==> config.mk <==
export PLATFORM = sky130hd
export DESIGN_NAME = switch_read_ctrl
export DESIGN_NICKNAME = d
export VERILOG_FILES = /design/src/rtl/switch_read_ctrl_pkg.sv /design/src/rtl/switch_read_ctrl_btn_debounce.sv /design/src/rtl/switch_read_ctrl.sv
export SDC_FILE = /design/constraint.sdc
export NUM_CORES = 1
export LEC_CHECK = 0
export CAP_MARGIN = 15
export CORE_ASPECT_RATIO = 0.7
export CORE_MARGIN = 2
export CORE_UTILIZATION = 43
export DETAILED_ROUTE_END_ITERATION = 8
export MAX_ROUTING_LAYER = met4
export PLACE_DENSITY = 0.81
export SLEW_MARGIN = 20
export SYNTH_ARGS = -nofsm -noshare
export SYNTH_HDL_FRONTEND = slang
export SYNTH_HIERARCHICAL = 1
export SYNTH_SLANG_ARGS = --single-unit
==> constraint.sdc <==
create_clock -name clock -period 1.8 [get_ports clock]
set_input_delay 0.36 -clock clock [delete_from_list [all_inputs] [get_ports clock]]
set_output_delay 0.36 -clock clock [all_outputs]
set_load 0.01 [all_outputs]
==> src/rtl/switch_read_ctrl_pkg.sv <==
// Shared definitions for the switch read controller: FSM encoding, IO width and debounce default.
package switch_read_ctrl_pkg;

    localparam int unsigned IO_WIDTH                = 16;
    localparam int unsigned DEFAULT_DEBOUNCE_CYCLES = 200000;

    typedef enum logic [1:0] {
        SRC_IDLE = 2'd0,
        SRC_WAIT = 2'd1,
        SRC_DONE = 2'd2
    } src_state_e;

endpackage

==> src/rtl/switch_read_ctrl_btn_debounce.sv <==
// Push-button conditioner: 2-flop synchronizer, stable-time debounce counter and a one-cycle
// pulse on each debounced press (release produces no pulse).
module btn_debounce
    import switch_read_ctrl_pkg::*;
#(
    parameter int unsigned DEBOUNCE_CYCLES = DEFAULT_DEBOUNCE_CYCLES,
    parameter int unsigned CNT_W           = 20
) (
    input  logic i_clk,
    input  logic i_rst,
    input  logic i_btn,
    output logic o_press
);

    localparam logic [CNT_W-1:0] CNT_MAX = CNT_W'(DEBOUNCE_CYCLES - 1);

    logic             r_sync0;
    logic             r_sync1;
    logic             r_level;
    logic             r_press;
    logic [CNT_W-1:0] r_cnt;

    always_ff @(posedge i_clk) begin
        if (i_rst) begin
            r_sync0 <= 1'b0;
            r_sync1 <= 1'b0;
            r_level <= 1'b0;
            r_press <= 1'b0;
            r_cnt   <= '0;
        end else begin
            r_sync0 <= i_btn;
            r_sync1 <= r_sync0;
            r_press <= 1'b0;
            if (r_sync1 == r_level) begin
                r_cnt <= '0;
            end else if (r_cnt == CNT_MAX) begin
                // Input has disagreed for DEBOUNCE_CYCLES cycles: accept it.
                r_cnt   <= '0;
                r_level <= ~r_level;
                r_press <= ~r_level;
            end else begin
                r_cnt <= r_cnt + 1'b1;
            end
        end
    end

    assign o_press = r_press;

endmodule

==> src/rtl/switch_read_ctrl.sv <==
// Services CPU reads of the switch port: stalls until a debounced confirm press, then returns
// the switches. Optional SWITCH_PRELOAD_EN lets an idle press pre-capture the next read.
module switch_read_ctrl
    import switch_read_ctrl_pkg::*;
#(
    parameter int unsigned WIDTH           = IO_WIDTH,
    parameter int unsigned DEBOUNCE_CYCLES = DEFAULT_DEBOUNCE_CYCLES,
    parameter int unsigned CNT_W           = 20
) (
    input  logic             clock,
    input  logic             reset,
    input  logic             io_req,
    input  logic [WIDTH-1:0] switches,
    input  logic             confirm_bt,
    output logic             stall,
    output logic [WIDTH-1:0] io_rdata,
    output logic             data_valid
);

    src_state_e       r_state;
    src_state_e       w_state_d;
    logic [WIDTH-1:0] r_rdata;
    logic             w_press;
    logic             w_capture;

    btn_debounce #(
        .DEBOUNCE_CYCLES (DEBOUNCE_CYCLES),
        .CNT_W           (CNT_W)
    ) u_confirm (
        .i_clk   (clock),
        .i_rst   (reset),
        .i_btn   (confirm_bt),
        .o_press (w_press)
    );

`ifdef SWITCH_PRELOAD_EN
    logic r_pending;
    logic w_pending_d;

    always_ff @(posedge clock) begin
        if (reset) begin
            r_pending <= 1'b0;
        end else begin
            r_pending <= w_pending_d;
        end
    end
`endif

    always_comb begin
        w_state_d = r_state;
        w_capture = 1'b0;
`ifdef SWITCH_PRELOAD_EN
        w_pending_d = r_pending;
`endif
        case (r_state)
            SRC_IDLE: begin
`ifdef SWITCH_PRELOAD_EN
                // A preloaded (or simultaneous) press completes the read without waiting.
                if (io_req && (r_pending || w_press)) begin
                    w_state_d   = SRC_DONE;
                    w_capture   = w_press;
                    w_pending_d = 1'b0;
                end else if (io_req) begin
                    w_state_d = SRC_WAIT;
                end else if (w_press) begin
                    w_capture   = 1'b1;
                    w_pending_d = 1'b1;
                end
`else
                if (io_req) begin
                    w_state_d = SRC_WAIT;
                end
`endif
            end
            SRC_WAIT: begin
                if (!io_req) begin
                    w_state_d = SRC_IDLE;
                end else if (w_press) begin
                    w_capture = 1'b1;
                    w_state_d = SRC_DONE;
                end
            end
            SRC_DONE: w_state_d = SRC_IDLE;
            default:  w_state_d = SRC_IDLE;
        endcase
    end

    always_ff @(posedge clock) begin
        if (reset) begin
            r_state <= SRC_IDLE;
            r_rdata <= '0;
        end else begin
            r_state <= w_state_d;
            if (w_capture) begin
                r_rdata <= switches;
            end
        end
    end

    // Combinational so the PC is frozen in the very cycle the read is first presented.
    assign stall      = ~reset & io_req & ((r_state == SRC_IDLE) | (r_state == SRC_WAIT));
    assign data_valid = (r_state == SRC_DONE);
    assign io_rdata   = r_rdata;

endmodule

**Word-level counts from Yosys, hierarchy flattened**

Index checks and enable logic that the tools add are counted.

- Register bits after elaboration: 42
- Bits of input ports: 20
- Output and inout port bits: 18
- Word-level logic and storage cells: 33

- $add $sub $neg: 1
- Eq/ne operators: 6
- Mux-type cells: 7
- Bitwise operators: 7
- Reductions and logical operators: 5

Operators by type and width:

| kind | number |
|---|---|
| $add 20x1->20 const B | 1 |
| $eq 20x18->1 const B | 1 |
| $mux 2 | 3 |
| $reduce_or 3->1 | 2 |
| $not 1->1 | 4 |
| $pmux 2 s2 | 1 |
| $reduce_and 2->1 | 2 |
| $mux 1 | 3 |
| $ne 3x2->1 const B | 1 |
| $and 1x1->1 | 2 |
| $eq 2x1->1 const B | 1 |
| $eq 2x2->1 const B | 1 |
| $logic_not 2->1 | 1 |
| $ne 2x2->1 const B | 1 |
| $eq 1x1->1 | 1 |
| $or 1x1->1 | 1 |

**Logic depth before layout (Yosys ltp)**

Gate-level depths: netlist of the first run.

- Depth after elaboration: 3
- Depth in mapped cells: 6

**Modules after synthesis**

The synthesis of the first run kept the hierarchy.

By module, submodules not included:

| module | times used | cells each | area an instance (µm²) |
|---|---|---|---|
| btn_debounce | 1 | 119 | 1031.0 |
| switch_read_ctrl | 1 | 76 | 800.8 |

**Worst setup path after synthesis of the first run**

Ideal clock, no wire load.

- Path type: reg2reg
- Start point: register u_confirm.r_cnt[0]
- End point: register u_confirm.r_cnt[14]
- Setup time: 73 ps
- Data arrival time: 1757 ps
- Setup slack: -30 ps
- Cell stages (with the launch flop): 7
- Path buffers: 1
- Clock period less this slack: 1830 ps
- Cell sequence: dfxtp_1 -> ha_1 -> nand3_1 -> or4_1 -> clkbuf_1 -> or3_1 -> a21oi_1

- Longest elaborated chain between the ends: 2

Ends and longest elaborated chain:

| what | RTL line | source |
|---|---|---|
| from (decl) | switch_read_ctrl_btn_debounce.sv:21 | `logic [CNT_W-1:0] r_cnt;` |
| from (signal assigned) | switch_read_ctrl_btn_debounce.sv:42 | `r_cnt <= r_cnt + 1'b1;` |
| parallel branches: the longest is 2 deep, another holds $add 20x1->20 | -- |  |

Several ways; the timed one is not identified.
A chain may end at the register's enable or synchronous reset.

**Worst setup path in the final report of the first run**

- Start point: register u_confirm.r_cnt[9]
- End point: register u_confirm.r_cnt[14]

Same word-level chain as after synthesis.

==> results.py, run 1 <==
metrics = {
    "timing": {
        "fin_crit_sh_pct": 97.7,
        "maxSlewHeadroom_pct": 75.2,
        "setup_ws_ps": 40.5,
        "fin_hold_ws_ps": 441,
        "hold_violations": 0,
        "fmax_mhz": 568,
        "tightest_slew_ps": 368,
        "drv_slew": 0,
        "min_period_ps": 1760,
        "fin_setup_tns_ps": 0,
        "fin_worst_skew_ps": 3.20,
        "finalSetupViolCount": 0,
    },
    "worst_hold_path": {
        "hp-class": "flip-flop to flip-flop",
    },
    "clock_tree": {
        "cts_buffer_depth": 2,
        "postCtsSetupBuffers": 0,
        "cts-buffers-inserted": 5,
        "holdBufCountCts": 0,
        "cts.sinks": 42,
        "h-tree-depth": 2,
        "cts_tree": "built",
        "cts_root_buffer": "clkbuf_8",
        "clk_latency_ps": 290,
        "clkTransAtPathRegs_ps": 80,
    },
    "floorplanning": {
        "ios": 38,
        "start_util_pct": 45.9,
        "dieHeight_um": 58.6,
        "die_area_um2": 4810,
        "std_cell_rows": 19,
        "core_area_um2": 3990,
        "die_w_um": 82.0,
    },
    "layout": {
        "most-common-layout-cells": "dfxtp_1, clkdlybuf4s50_1, nand2b_1, buf_4, mux2i_1",
        "areaGrowthSynthToFinish_pct": 35.7,
        "layout-drive-gt1-share_pct": 15.5,
        "finish.utilization_pct": 62.2,
        "nets": 271,
        "final_common_cell": "dfxtp_1",
        "fillers": 336,
        "n_antenna_cell": 0,
    },
    "routing": {
        "vias": 1493,
        "drtIter0Drc": 115,
        "ant_nets": 0,
        "wirelength_um": 3710,
        "wl_per_cell_um": 12.2,
        "firstDrtPassIters": 4,
        "drcViolationCount": 0,
        "vias_per_cell": 4.93,
    },
    "placed_design": {
        "gp_congestion": 0.839,
        "numPortBuffers": 37,
        "hpwl_um": 2680,
        "post-place-ws_ps": -230,
    },
    "global_route": {
        "globalRouteOverflowTotal": 0,
        "busiest_layer": "met1",
        "grt_max_degree": 39,
        "grt.total_usage_pct": 17.2,
        "grt_pass1_wl_um": 6110,
        "grtUsageMet3_pct": 6.44,
        "use_met2_pct": 23.8,
        "grt_use_met1_pct": 24.0,
        "grt_pass1_vias": 1367,
        "antenna_found_initial": 0,
    },
    "power_and_ir_drop": {
        "p_leak_nw": 0.813,
        "irDropWorstVdd_mv": 0.432,
        "power_density_nw_per_um2": 661,
    },
    "yosys": {
        "ys_ff_latch": 42,
        "syn-mean-instance-area_um2": 9.39,
        "yosysWarnings": 6,
        "ys_types": 34,
        "yosys_most_used_dff": "dfxtp_1",
        "synth_nets": 216,
        "syn_area_um2": 1830,
        "ys_async_sr_fraction_pct": 0,
        "syn_inst": 195,
        "synth_edf_count": 0,
        "seq_area_frac_synth_pct": 45.9,
    },
    "setup_path": {
        "cp_max_fo": 5,
        "rrSetupSlack_ps": 40,
        "critical_path_class": "flip-flop to flip-flop",
        "endpoint_kind": "flip-flop",
        "cp.arrival_ps": 1990,
        "start_kind": "flip-flop",
        "critPathRequiredTime_ps": 2040,
    },
    "job": {
        "cap_violations": 0,
    },
    "run_status": {
        "status": "finished, final reports clean",
    },
}
[worst paths after layout]
check	start	cells after the start	end
min reg2reg	u_confirm/r_sync0	1	u_confirm/r_sync1
max reg2reg	u_confirm/r_cnt[9]	5	u_confirm/r_cnt[14]
max	u_confirm/r_cnt[9]	5	u_confirm/r_cnt[14]
min	u_confirm/r_sync0	1	u_confirm/r_sync1
[layout make-up]
type                       count  area (µm²)  area share (%)
multi-input combinational    139         952            38.3
sequential                    42         843            33.9
timing repair buffer          56         512            20.6
clock buffer                   7        86.3            3.47
tap                           52        65.1            2.62
inverter                       6        22.5           0.906
clock inverter                 1        5.00           0.201
[synthesized netlist by cell type, drive strengths merged (4+ instances only)]
cell / instances / area [µm²]
o21ai: 8 / 40.0
nand2: 5 / 18.8
nor2: 15 / 56.3
dfxtp: 42 / 841
mux2i: 16 / 160
inv: 6 / 22.5
or3: 7 / 43.8
buf: 4 / 41.3
nand2b: 32 / 200
xnor2: 11 / 96.3
nand3: 7 / 40.0
a21oi: 8 / 40.0
nor2b: 5 / 31.3
clkbuf: 4 / 15.0
[what timing repair did]
action | 4_1_cts | 5_1_grt
pin swaps | 0 | 1
setup endpoints to repair | 1 | 20
gates cloned | 0 | 0
endpoints found under the hold margin | 0 | 0
gates resized for setup | 2 | 9
[flip-flops by register name, summed over array words and instances (netlist names)]
| register | cells |
|---|---|
| io_rdata | 16 |
| r_state | 2 |
| u_confirm/o_press | 1 |
| u_confirm/r_cnt | 20 |
| u_confirm/r_level | 1 |
| u_confirm/r_sync0 | 1 |
| u_confirm/r_sync1 | 1 |
[metrics by stage]
stage | total power [mW] | std cells | area [µm²]
after floorplan | 0.988 | 195 | 1840
after CTS | 1.66 | 303 | 2450
after global placement | 1.04 | 295 | 2360
after global routing | 1.71 | 303 | 2490
after detailed placement | 1.04 | 295 | 2360
final | 1.64 | 303 | 2490
[worst max-delay path: stages, from the launching register on]
cell and delay [ps]:
dfxtp_2 360, nand3_1 110, buf_4 160, or4_4 540, or3_1 390, a21oi_2 140
[power by group]
group / internal, mW / switching (mW) / leakage (nW)
registers: 0.932 / 0.00190 / 0.340
clock network: 0.309 / 0.313 / 0.0482
logic: 0.0587 / 0.0269 / 0.425
total: 1.30 / 0.342 / 0.813
[kinds of logic after synthesis]
kind of cell             Yosys count  synth area share, %
adder cells (fa/ha/maj)            1                0.683
buffers and inverters             14                 4.30
AO/OA/AOI/OAI                     18                 5.19
AND/OR/NAND/NOR                   92                 29.4
XOR/XNOR                          12                 5.74
multiplexers                      16                 8.74
flip-flops                        42                 45.9
[metal layers]
layer  share of wire [%]  vias to the layer above
met5                   0                        -
met3                 4.4                        2
met4                0.35                        0
li1                    -                      771
met2                  45                       29
met1                  50                      691
No activity file was read; power rests on OpenSTA's default activity.
==> run 2: changes to the inputs <==
CELL_PAD_IN_SITES_DETAIL_PLACEMENT = 0   (was not set)
CELL_PAD_IN_SITES_GLOBAL_PLACEMENT = 1   (was not set)
CORE_UTILIZATION = 34   (was 43)
PLACE_DENSITY = 0.83   (was 0.81)
SKIP_LAST_GASP = 1   (was not set)
SLEW_MARGIN = not set   (was 20)
==> run 2 against run 1 <==
Effect of this change: design area rose by 0.15%; final cell count increased by 5.9%; fmax grew 1.8%; register-to-register slack improved by 30 ps; count of clock-buffer cells in the layout down 2; global-route usage shrank 3.6 points; non-clock buffer count fell by 1; sequential power about the same; clock skew is 5.8 ps higher; total power shrank 2.7%; flip-flop and latch count stayed put; largest cell class unchanged; largest power group unchanged.
==> results.py, run 2 (same netlist as run 1, synthesis figures left out) <==
metrics = {
    "timing": {
        "fin_hold_ws_ps": 444,
        "rsz0062_at_grt": "false",
        "finalSetupViolCount": 0,
        "min_period_ps": 1730,
        "drv_slew": 0,
        "setup_ws_ps": 71.5,
        "tightest_slew_ps": 367,
        "fin_worst_skew_ps": 9.02,
        "maxSlewHeadroom_pct": 75.3,
        "hold_violations": 0,
        "fin_crit_sh_pct": 96.0,
        "fmax_mhz": 579,
    },
    "power_and_ir_drop": {
        "irDropWorstVdd_mv": 0.260,
        "power_density_nw_per_um2": 642,
        "p_leak_nw": 0.801,
        "p_total_mw": 1.60,
    },
    "routing": {
        "wirelength_um": 3730,
        "vias": 1463,
        "firstDrtPassIters": 4,
        "wl_per_cell_um": 11.6,
        "drcViolationCount": 0,
        "vias_per_cell": 4.56,
        "ant_nets": 0,
        "drtIter0Drc": 60,
    },
    "layout": {
        "final_cells": 321,
        "final_common_cell": "dfxtp_1",
        "largest_reg_flops": 20,
        "areaGrowthSynthToFinish_pct": 35.9,
        "layout-drive-gt1-share_pct": 14.5,
        "nets": 270,
        "n_antenna_cell": 0,
        "top_register": "u_confirm/r_cnt",
        "most-common-layout-cells": "dfxtp_1, clkdlybuf4s50_1, nand2b_1, buf_4, mux2i_1",
    },
    "clock_tree": {
        "holdBufCountCts": 0,
        "cts_root_buffer": "clkbuf_8",
        "clkTransAtPathRegs_ps": 80,
        "cts.sinks": 42,
        "cts-buffers-inserted": 5,
        "cts_tree": "built",
        "clk_latency_ps": 300,
        "postCtsSetupBuffers": 0,
        "h-tree-depth": 2,
        "cts_buffer_depth": 2,
    },
    "setup_path": {
        "crit_slowest_cell": "or4_4",
        "critPathRequiredTime_ps": 2040,
        "r2r-start": "u_confirm/r_cnt[8]",
        "rr_endpoint": "u_confirm/r_cnt[14]",
        "max_stage_delay_ps": 540,
        "rrSetupSlack_ps": 70,
        "critical_path_class": "flip-flop to flip-flop",
        "start_kind": "flip-flop",
        "endpoint_kind": "flip-flop",
        "cp_cell_sequence": "nand3_2, buf_4, or4_4, or3_1, a21oi_1",
        "cp.arrival_ps": 1960,
        "cp_max_fo": 6,
        "rr_worst_depth": 5,
    },
    "worst_hold_path": {
        "hp-class": "flip-flop to flip-flop",
        "hold_depth": 1,
        "hold_end": "u_confirm/r_sync1",
        "hp-start": "u_confirm/r_sync0",
    },
    "global_route": {
        "globalRouteOverflowTotal": 0,
        "grt.total_usage_pct": 13.6,
        "grt_pass1_wl_um": 6220,
        "grt_pass1_vias": 1381,
        "antenna_found_initial": 0,
        "grt_max_degree": 39,
    },
    "placed_design": {
        "hpwl_um": 2700,
        "place_inst": 314,
        "numPortBuffers": 37,
        "gp_congestion": 0.756,
        "post-place-ws_ps": -221,
    },
    "floorplanning": {
        "dieHeight_um": 65.4,
        "start_util_pct": 35.0,
        "ios": 38,
        "die_w_um": 91.7,
        "die_area_um2": 6000,
        "std_cell_rows": 22,
        "core_area_um2": 5230,
    },
    "run_status": {
        "status": "finished, final reports clean",
    },
    "job": {
        "cap_violations": 0,
    },
}
[run 2: changes by cell type in the layout (fill, tap and decap cells not counted), sizes merged]
cell    delta
clkbuf     -2
buf        -1
clkinv     +1
[run 2: layout make-up]
class	instances	area, µm²
repair buffers	55	517
clock buffers	5	68.8
well taps	72	90.1
multi-input cells	139	937
flip-flops and latches	42	845
clock inverters	2	10.0
fillers	510	2740
inverters	6	22.5
[run 2: repair_timing]
action                     in CTS  in global routing
pin swaps                       0                  1
resized for setup               3                  5
cloned                          0                  0
setup endpoints to repair       3                 20
hold endpoints to repair        0                  0
[run 2: routing by layer]
| metal | share of wire, % | wire (µm) | track usage (%) |
|---|---|---|---|
| met2 | 42 | 1550 | 18.8 |
| met1 | 53 | 1970 | 18.3 |
| met3 | 4.7 | 177 | 5.85 |
| met5 | 0 | 0 | - |
| met4 | 1.1 | 40 | 3.36 |
[run 2: worst max path at each step]
stage / from / slack (ps) / cells after the start / endpoint
after floorplan: u_confirm/r_cnt[1] / 4 / 6 / u_confirm/r_cnt[14]
after global placement: io_req / -190 / 3 / stall
after detailed placement: io_req / -220 / 3 / stall
after CTS: u_confirm/r_cnt[7] / 30 / 6 / u_confirm/r_cnt[5]
after global routing: io_req / 0.4 / 3 / stall
final: u_confirm/r_cnt[8] / 70 / 5 / u_confirm/r_cnt[14]
[run 2: critical path: cells and delay by family (launching register included)]
kind / cells / cell delay, ps
and+or+nand+nor: 3 / 1010
buffers and inverters: 1 / 150
DFF: 1 / 370
AOI/OAI and AO/OA: 1 / 140
[run 2: power breakdown]
group / leakage [nW] / switching (mW) / internal (mW)
registers: 0.340 / 0.00184 / 0.932
clock network: 0.0438 / 0.319 / 0.260
logic: 0.417 / 0.0266 / 0.0583
total: 0.801 / 0.347 / 1.25
[run 2: stage by stage]
step	utilization [%]	TNS, ps	area, µm²
6_report	47.6	0	2490
5_1_grt	47.6	0	2490
4_1_cts	47.3	0	2470
3_5_place_dp	45.6	-221	2390
3_3_place_gp	45.6	-191	2390
2_1_floorplan	-	0	1840
